**config.mk**
```make
export PLATFORM = sky130hd
export DESIGN_NAME = ws2812_frame_drv
export DESIGN_NICKNAME = d
export VERILOG_FILES = /design/src/rtl/ws2812_pkg.sv /design/src/rtl/ws2812_bit_tx.sv /design/src/rtl/ws2812_frame_drv.sv
export SDC_FILE = /design/constraint.sdc
export NUM_CORES = 2
export LEC_CHECK = 0
export BUFFER_PORTS_ARGS = -buffer_cell sky130_fd_sc_hd__buf_2
export CORE_MARGIN = 4
export CORE_UTILIZATION = 35
export CTS_CLUSTER_SIZE = 10
export DETAILED_ROUTE_END_ITERATION = 16
export PLACE_DENSITY = 0.6
export SLEW_MARGIN = 20
export SYNTH_ARGS = -nofsm -noshare
export SYNTH_HDL_FRONTEND = slang
export SYNTH_HIERARCHICAL = 1
export SYNTH_SLANG_ARGS = --single-unit
```
**constraint.sdc**
```tcl
create_clock -name sys_clk -period 6.7 [get_ports sys_clk]
set_clock_uncertainty 0.05 [all_clocks]
set_input_delay 1.34 -clock sys_clk [delete_from_list [all_inputs] [get_ports sys_clk]]
set_output_delay 1.34 -clock sys_clk [all_outputs]
set_load 0.01 [all_outputs]
```
**src/rtl/ws2812_pkg.sv**
```systemverilog
// Shared types and helpers for the WS2812 frame driver: FSM encoding, pixel layout,
// on-wire colour order, brightness scaling and default bit timing.
package ws2812_pkg;

    typedef enum logic [1:0] {
        ST_IDLE,
        ST_PREFETCH,
        ST_SHIFT,
        ST_LATCH
    } state_t;

    typedef enum logic {
        ORDER_GRB,
        ORDER_RGB
    } color_order_t;

    localparam color_order_t COLOR_ORDER = ORDER_GRB;
    localparam int           PIX_W       = 24;

    typedef struct packed {
        logic [7:0] r;
        logic [7:0] g;
        logic [7:0] b;
    } pixel_t;

    typedef struct packed {
        logic [31:0] t_bit;
        logic [31:0] t0h;
        logic [31:0] t1h;
        logic [31:0] t_rst;
    } timing_t;

    // 1.25 us bit, 0.36 us / 0.80 us high times, 300 us latch gap
    function automatic timing_t default_timing(input int unsigned clk_hz);
        timing_t     t;
        int unsigned mhz;
        mhz     = clk_hz / 1_000_000;
        t.t_bit = mhz * 125 / 100;
        t.t0h   = mhz * 36 / 100;
        t.t1h   = mhz * 80 / 100;
        t.t_rst = mhz * 300;
        return t;
    endfunction

    function automatic logic [7:0] scale(input logic [7:0] c, input logic [7:0] br);
        logic [15:0] prod;
        prod = {8'd0, c} * ({8'd0, br} + 16'd1);
        return prod[15:8];
    endfunction

    function automatic logic [PIX_W-1:0] to_wire(input pixel_t px, input logic [7:0] br);
        logic [PIX_W-1:0] w;
        case (COLOR_ORDER)
            ORDER_GRB: w = {scale(px.g, br), scale(px.r, br), scale(px.b, br)};
            default:   w = {scale(px.r, br), scale(px.g, br), scale(px.b, br)};
        endcase
        return w;
    endfunction

endpackage

```
**src/rtl/ws2812_bit_tx.sv**
```systemverilog
// Serialises one 24-bit word MSB first as WS2812 pulses; the next word can be
// loaded on the word_done cycle for a gapless stream.
module ws2812_bit_tx
    import ws2812_pkg::*;
#(
    parameter int T_BIT = 62,
    parameter int T0H   = 18,
    parameter int T1H   = 40
) (
    input  logic             sys_clk,
    input  logic             sys_rst,
    input  logic             load,
    input  logic [PIX_W-1:0] word,
    output logic             led_data,
    output logic             bit23_phase,
    output logic             word_done
);

    localparam int CW = $clog2(T_BIT);

    logic [CW-1:0]    cnt;
    logic [4:0]       bit_idx;
    logic [PIX_W-1:0] sr;
    logic             active;
    logic             last_bit;
    logic [CW-1:0]    hi_len;

    assign last_bit    = (bit_idx == 5'd23);
    assign hi_len      = sr[PIX_W-1] ? CW'(T1H) : CW'(T0H);
    assign led_data    = active && (cnt < hi_len);
    // one cycle early so the buffer read lands just as the current word ends
    assign bit23_phase = active && last_bit && (cnt == CW'(T_BIT - 2));
    assign word_done   = active && last_bit && (cnt == CW'(T_BIT - 1));

    always_ff @(posedge sys_clk or posedge sys_rst) begin
        if (sys_rst) begin
            cnt     <= '0;
            bit_idx <= '0;
            sr      <= '0;
            active  <= 1'b0;
        end else if (load) begin
            cnt     <= '0;
            bit_idx <= '0;
            sr      <= word;
            active  <= 1'b1;
        end else if (active) begin
            if (cnt == CW'(T_BIT - 1)) begin
                cnt <= '0;
                if (last_bit) begin
                    active <= 1'b0;
                end else begin
                    bit_idx <= bit_idx + 5'd1;
                    sr      <= {sr[PIX_W-2:0], 1'b0};
                end
            end else begin
                cnt <= cnt + 1'b1;
            end
        end
    end

endmodule

```
**src/rtl/ws2812_frame_drv.sv**
```systemverilog
// WS2812 chain driver: pixel buffer, per-pixel brightness scaling, frame FSM
// with a single pending-refresh slot.
//   state    | meaning
//   IDLE     | line low, waiting for start
//   PREFETCH | pixel 0 read returning, loaded into the shifter
//   SHIFT    | pixels streaming, next pixel fetched during bit 23
//   LATCH    | line held low for the reset gap, done on the last cycle
module ws2812_frame_drv
    import ws2812_pkg::*;
#(
    parameter int N_LED = 64,
    parameter int T_BIT = 62,
    parameter int T0H   = 18,
    parameter int T1H   = 40,
    parameter int T_RST = 15000,
    parameter int AW    = (N_LED > 1) ? $clog2(N_LED) : 1
) (
    input  logic          sys_clk,
    input  logic          sys_rst,
    input  logic          wr_en,
    input  logic [AW-1:0] wr_addr,
    input  logic [7:0]    wr_r,
    input  logic [7:0]    wr_g,
    input  logic [7:0]    wr_b,
    input  logic [7:0]    bright,
    input  logic          start,
    output logic          busy,
    output logic          done,
    output logic          led_data
);

    localparam int IW = (N_LED > 1) ? $clog2(N_LED) : 1;
    localparam int LW = (T_RST > 1) ? $clog2(T_RST) : 1;
    localparam logic [IW-1:0] LAST = IW'(N_LED - 1);

    state_t           state, state_nx;
    logic             pending, pending_nx;
    logic [IW-1:0]    pix_idx, pix_idx_nx;
    logic [LW-1:0]    lat_cnt, lat_cnt_nx;
    logic             rd_en;
    logic [IW-1:0]    rd_addr;
    pixel_t           mem [N_LED];
    pixel_t           rd_px;
    logic [7:0]       rd_bright;
    logic             tx_load;
    logic             bit23_phase;
    logic             word_done;

    // bright is captured with the read so each pixel is scaled with its own sample
    always_ff @(posedge sys_clk) begin
        if (wr_en && (32'(wr_addr) < N_LED))
            mem[wr_addr[IW-1:0]] <= {wr_r, wr_g, wr_b};
        if (rd_en) begin
            rd_px     <= mem[rd_addr];
            rd_bright <= bright;
        end
    end

    ws2812_bit_tx #(
        .T_BIT (T_BIT),
        .T0H   (T0H),
        .T1H   (T1H)
    ) u_bit_tx (
        .sys_clk     (sys_clk),
        .sys_rst     (sys_rst),
        .load        (tx_load),
        .word        (to_wire(rd_px, rd_bright)),
        .led_data    (led_data),
        .bit23_phase (bit23_phase),
        .word_done   (word_done)
    );

    always_ff @(posedge sys_clk or posedge sys_rst) begin
        if (sys_rst) begin
            state   <= ST_IDLE;
            pending <= 1'b0;
            pix_idx <= '0;
            lat_cnt <= '0;
        end else begin
            state   <= state_nx;
            pending <= pending_nx;
            pix_idx <= pix_idx_nx;
            lat_cnt <= lat_cnt_nx;
        end
    end

    assign busy = (state != ST_IDLE);

    always_comb begin
        state_nx   = state;
        pending_nx = pending;
        pix_idx_nx = pix_idx;
        lat_cnt_nx = lat_cnt;
        rd_en      = 1'b0;
        rd_addr    = '0;
        tx_load    = 1'b0;
        done       = 1'b0;
        case (state)
            ST_IDLE: begin
                if (start) begin
                    state_nx   = ST_PREFETCH;
                    rd_en      = 1'b1;
                    pix_idx_nx = '0;
                end
            end
            ST_PREFETCH: begin
                tx_load  = 1'b1;
                state_nx = ST_SHIFT;
                if (start) pending_nx = 1'b1;
            end
            ST_SHIFT: begin
                if (start) pending_nx = 1'b1;
                if (bit23_phase && (pix_idx != LAST)) begin
                    rd_en   = 1'b1;
                    rd_addr = pix_idx + 1'b1;
                end
                if (word_done) begin
                    if (pix_idx == LAST) begin
                        state_nx   = ST_LATCH;
                        lat_cnt_nx = LW'(T_RST - 1);
                    end else begin
                        pix_idx_nx = pix_idx + 1'b1;
                        tx_load    = 1'b1;
                    end
                end
            end
            ST_LATCH: begin
                if (lat_cnt == '0) begin
                    done = 1'b1;
                    // a start arriving on the done cycle still counts as a pending request
                    if (pending || start) begin
                        state_nx   = ST_PREFETCH;
                        pending_nx = 1'b0;
                        rd_en      = 1'b1;
                        pix_idx_nx = '0;
                    end else begin
                        state_nx = ST_IDLE;
                    end
                end else begin
                    lat_cnt_nx = lat_cnt - 1'b1;
                    if (start) pending_nx = 1'b1;
                end
            end
            default: state_nx = ST_IDLE;
        endcase
    end

endmodule

```
* After elaboration in Yosys (flattened, before gate mapping)
Memories as Yosys holds them, arrays and structs flattened. A register that Yosys moved wholly into a read port is not among the register bits.
Cells that the tools add are included.
Widths: inputs -> output; s select.
** Storage, ports and cells
- Memories :: 1
- Bits in registers :: 67
- Bits of input ports :: 42
- Memory bits (writable) :: 1536
- Logic and storage cells :: 106
** Cells by class
- Equal/unequal tests :: 17
- Order comparisons :: 1
- $add $sub $neg :: 5
- Reductions and logical operators :: 20
- Multipliers :: 3
- Mux-type cells :: 50
** Memory list
- mem :: depth 64, bits a word 24, read ports 1, clocked after Yosys merged registers in 1, write ports 1, RTL line ws2812_frame_drv.sv:42 : pixel_t mem [N_LED];
** Operators with widths (count)
- $mux 24 :: 4
- $mux 6 :: 11
- $mux 14 :: 3
- $mul 8x16->16 :: 2
- $pmux 14 s2 :: 1
- $mux 5 :: 4
- $eq 6x6->1 const B :: 3
- $mux 1 :: 18
- $pmux 6 s3 :: 1
- $mul 8x9->16 :: 1
- $logic_not 14->1 :: 1
- $ne 2x2->1 const B :: 7
- $sub 14x1->14 const B :: 1
- $add 6x1->6 const B :: 2
- $reduce_bool 2->1 :: 5
- $add 8x1->9 const B :: 1
- $mux 2 :: 4
- $pmux 2 s4 :: 1
- $reduce_and 4->1 :: 2
- $lt 6x6->1 :: 1
- $ne 6x6->1 const B :: 1
- $reduce_and 6->1 :: 1
- $add 5x1->5 const B :: 1
- $eq 5x5->1 const B :: 1
- 13 further kinds :: 19

* Logic depth before layout (Yosys ltp)
- Word-level depth :: 7
- Mapped depth :: 21
- Mapped depth without buffers :: 20

* Modules after synthesis
The synthesis kept the hierarchy.
** By module, submodules not included
- ws2812_frame_drv :: sequential area each 47660.7 sq um, area an instance 70108.5 sq um, cells an instance 4818, times used 1
- ws2812_bit_tx :: sequential area each 900.9 sq um, area an instance 2044.5 sq um, cells an instance 223, times used 1

* Worst setup path before layout
Ideal clock, no wire load.
- Path kind :: register -> register
- From :: register rd_bright[0]
- To :: register u_bit_tx.sr[7]
- Slack :: 1.208 ns
- Path buffers :: 2
- Stages on the path, launching flop included :: 22
- Data required time :: 6.573 ns
- Period minus slack after synthesis :: 5.492 ns
- Setup time :: 0.077 ns
- Arrival time :: 5.365 ns
- Path through :: edfxtp_1 clkbuf_1 nand3_1 xnor2_1 clkbuf_1 nand2_1 fa_1 fa_1 inv_1 fa_1 inv_1 fa_1 inv_1 ha_1 a2111oi_0 o31ai_1 a221oi_1 o21ai_0 o41ai_1 xnor2_1 nor2b_1 a21oi_1
** Between the ends
- Cells in the longest elaborated chain, start to end :: 3
** RTL lines
- start, declared :: RTL line ws2812_frame_drv.sv:44 : logic [7:0] rd_bright;
- start signal, assigned :: RTL line ws2812_frame_drv.sv:55 : rd_bright <= bright;
- $add 8x1->9
- $mul 8x9->16
- $mux 24 :: RTL line ws2812_bit_tx.sv:41 : end else if (load) begin
- end signal, assigned :: RTL line ws2812_bit_tx.sv:44 : sr <= word;
- end signal, assigned :: RTL line ws2812_bit_tx.sv:53 : sr <= {sr[PIX_W-2:0], 1'b0};
- end, declared :: RTL line ws2812_bit_tx.sv:23 : logic [PIX_W-1:0] sr;
No other way between the ends.
A chain may end at the register's enable or synchronous reset.

* Final worst setup path
- From :: register rd_bright[1]
- To :: register u_bit_tx.sr[15]
** Between the ends
- Cells in the longest elaborated chain, start to end :: 3
** RTL lines (RTL line)
- $add 8x1->9
- $mul 8x16->16
- $mux 24 :: ws2812_bit_tx.sv:41
No other way between the ends.

==> metrics.cfg <==
[status]
run_status = finished clean

[worst_setup_path]
crit_arrival_ns = 6.87
crit_required_ns = 7.32
crit_type = reg2reg
crit_path_end_kind = flop
cp-start-kind = flop
path_max_fanout = 15

[synthesis]
yosysTopAreaCell = edfxtp_1
synth.area.top_cells = edfxtp_1 (65%), a211oi_1 (4.8%), and3_1 (3.4%)
synth_top_area_frac = 0.653
synth_common_cells = edfxtp_1 (1568), a211oi_1 (459), and3_1 (393)
synth.net_count = 5314
yosysWarnings = 6
ys.flop_type = edfxtp_1
synth_area_per_cell_um2 = 14.3
async_reset_ff_frac = 0.0363
synthMostInstantiatedCell = edfxtp_1
ys_seq_area_frac = 0.673
synth_area_um2 = 72200
synth.ff_latch_count = 1627
synth_cell_type_count = 79
syn_inst = 5041
synth_edf_count = 1568

[timing]
setup_viol = 0
finalSetupTns_ns = 0
period_minus_slack_ns = 6.25
slew_headroom = 0.317
setup_slack_ns = 0.450
hold_violations = 0
fmax_ghz = 0.160
rsz0062_at_grt = false
drv_slew = 0
worst_slew_pin_slew_ns = 1.02
period_share = 0.933

[grt]
grt_use_met3 = 0.0427
grt_pass1_vias = 42900
grt_use_met1 = 0.264
grt_pass1_wl_um = 296000
grt_max_degree = 182
top_usage_layer = met2
track_usage = 0.186
antenna_found_initial = 17
grt_overflow_total = 0
gr-usage-met2 = 0.288

[final_layout]
syn_to_final_growth_pct = 11.9
design_area_um2 = 80700
final_net_count = 5326
finish.utilization = 0.394
fill_cells = 18800
seq_area_um2 = 48600
drive_above_1_share = 0.0992
multi_input_area_um2 = 21300

[power_and_ir_drop]
pwr-share-seq = 0.458
leakage_nw = 29.6
power_density_nw_per_um2 = 314
ir_worst_vdd_uv = 282
p_sw_frac = 0.276
internal-power_mw = 18.3
power.share.clock = 0.343
power.total_mw = 25.3
p_sw_mw = 7.00
combPwrFrac = 0.200

[worst_hold_path]
hp-class = reg2reg

[placed_design]
port_buffers = 44
dpl_cell_area_um2 = 75800
gp_congestion = 0.822
hpwlAfterDp_um = 111000
dp_slack_ns = 0.489

[clocking]
cts_root_buf = clkbuf_16
post-cts-setup-buffers = 0
cts_tree = built
clkTransAtPathRegs_ns = 0.05
cts_sinks = 1627
clk_path_buf_depth = 3
insertion_delay_ns = 0.81
numCtsBuffers = 182
h-tree-depth = 4

[drt]
drt-pass1-iter-count = 5
drt_iter0_drc = 4949
ant_nets = 0
drt-total-wl_um = 202000
vias = 44200
wl_per_cell_um = 26.1
via_per_inst = 5.69
post-route-drc-count = 0

[floorplan]
start_util = 0.352
io-pin-count = 45
die_y_um = 462
rows = 166
die_width_um = 462
die-area_um2 = 213000
fp.coreArea_um2 = 205000

[flow_run]
maxCapViolations = 0

through the flow:
step                hold slack [ns]  std cells
global route                  0.490       7767
global placement              0.455       7556
CTS                           0.468       7767
floorplan                     0.434       5041
finish                        0.466       7769
detailed placement            0.461       7557
power groups by stage:
stage	Clock [mW]	Sequential [mW]	Combinational (mW)
3_5_place_dp	0	11.8	5.12
3_3_place_gp	0	11.8	4.99
2_1_floorplan	0	11.7	3.86
5_1_grt	9.25	11.6	5.92
6_report	8.68	11.6	5.06
4_1_cts	8.82	11.6	5.16
path summary, 6_finish.rpt:
check / start / end / slack (ns) / cells after the start
min reg2reg: u_bit_tx/sr[12] / u_bit_tx/sr[12] / 0.47 / 2
max: rd_bright[1] / u_bit_tx/sr[15] / 0.45 / 21
min in group asynchronous: sys_rst / pix_idx[2] / 0.62 / 2
max in group asynchronous: sys_rst / state[0] / 5.52 / 2
max reg2reg: rd_bright[1] / u_bit_tx/sr[15] / 0.45 / 21
min: u_bit_tx/sr[12] / u_bit_tx/sr[12] / 0.47 / 2
worst max-delay path: stages (launching register included):
cell	delay [ns]
edfxtp_1	0.37
ha_1	0.19
nand3_1	0.16
xnor2_2	0.64
buf_4	0.30
nand2_1	0.09
fa_1	0.50
fa_1	0.55
inv_1	0.06
fa_1	0.49
inv_1	0.06
fa_1	0.49
inv_1	0.04
ha_1	0.18
a2111oi_0	0.35
o31ai_1	0.19
a41oi_1	0.51
o21ai_0	0.22
o41ai_1	0.39
xnor2_1	0.17
nor2b_1	0.06
a21oi_1	0.10
sequential cells by signal, indices dropped and copies added (netlist names), 5 cells and up:
signal and cells:
lat_cnt 14, mem 1536, pix_idx 6, rd_bright 8
rd_px 24, u_bit_tx/bit_idx 5, u_bit_tx/cnt 6, u_bit_tx/sr 24
cells in the final DEF (no fill, tap or decap), types with 10 or more instances in the layout:
master | netlist | routed
a211oi_1 | 459 | 459
a21oi_1 | 42 | 41
nand3_1 | 26 | 26
a32oi_1 | 49 | 49
nand2_1 | 351 | 350
buf_2 | 62 | 44
fa_1 | 120 | 120
o21bai_1 | 195 | 195
a221oi_1 | 75 | 75
nor2_1 | 108 | 44
xor2_1 | 23 | 23
buf_12 | 3 | 19
dfrtp_1 | 59 | 59
nor2_2 | 3 | 62
a31oi_1 | 76 | 75
nor3_1 | 14 | 12
nand4_1 | 126 | 126
a311oi_1 | 24 | 24
a2111oi_0 | 72 | 72
nand2b_1 | 12 | 12
mux2i_1 | 198 | 198
clkbuf_1 | 280 | 10
clkbuf_16 | 0 | 183
buf_4 | 23 | 142
and2_1 | 144 | 142
ha_1 | 111 | 111
o21ai_0 | 17 | 17
nor2b_1 | 46 | 45
xnor2_1 | 27 | 24
and3_1 | 393 | 392
edfxtp_1 | 1568 | 1568
inv_1 | 241 | 240
cells by family after synthesis:
| kind of cell | synth area share |
|---|---|
| XOR/XNOR | 0.00652 |
| buffers and inverters | 0.0357 |
| AND/OR/NAND/NOR | 0.0927 |
| flip-flops | 0.673 |
| multiplexers | 0.0279 |
| adder cells (fa/ha/maj) | 0.0525 |
| AO/OA/AOI/OAI | 0.112 |
final cells by class:
class / instances / share of cell area
Antenna cell: 2 / 0.0000620
Multi-Input combinational cell: 2795 / 0.264
Tap cell: 2688 / 0.0417
Sequential cell: 1627 / 0.602
Inverter: 242 / 0.0113
Timing Repair Buffer: 205 / 0.0206
Clock inverter: 17 / 0.00339
Clock buffer: 193 / 0.0572
timing repair:
item / CTS / global route
gates resized for setup: 0 / 1
endpoints found under the setup margin: 0 / 1
hold buffers: 0 / 0
metal layers:
metal / vias to the layer above / routed length, um
met2: 1828 / 92100
met3: 283 / 18900
met1: 22700 / 86700
li1: 19400 / -
met5: - / 42
met4: 6 / 4750
Note: power is estimated with default switching activity, not from simulation.
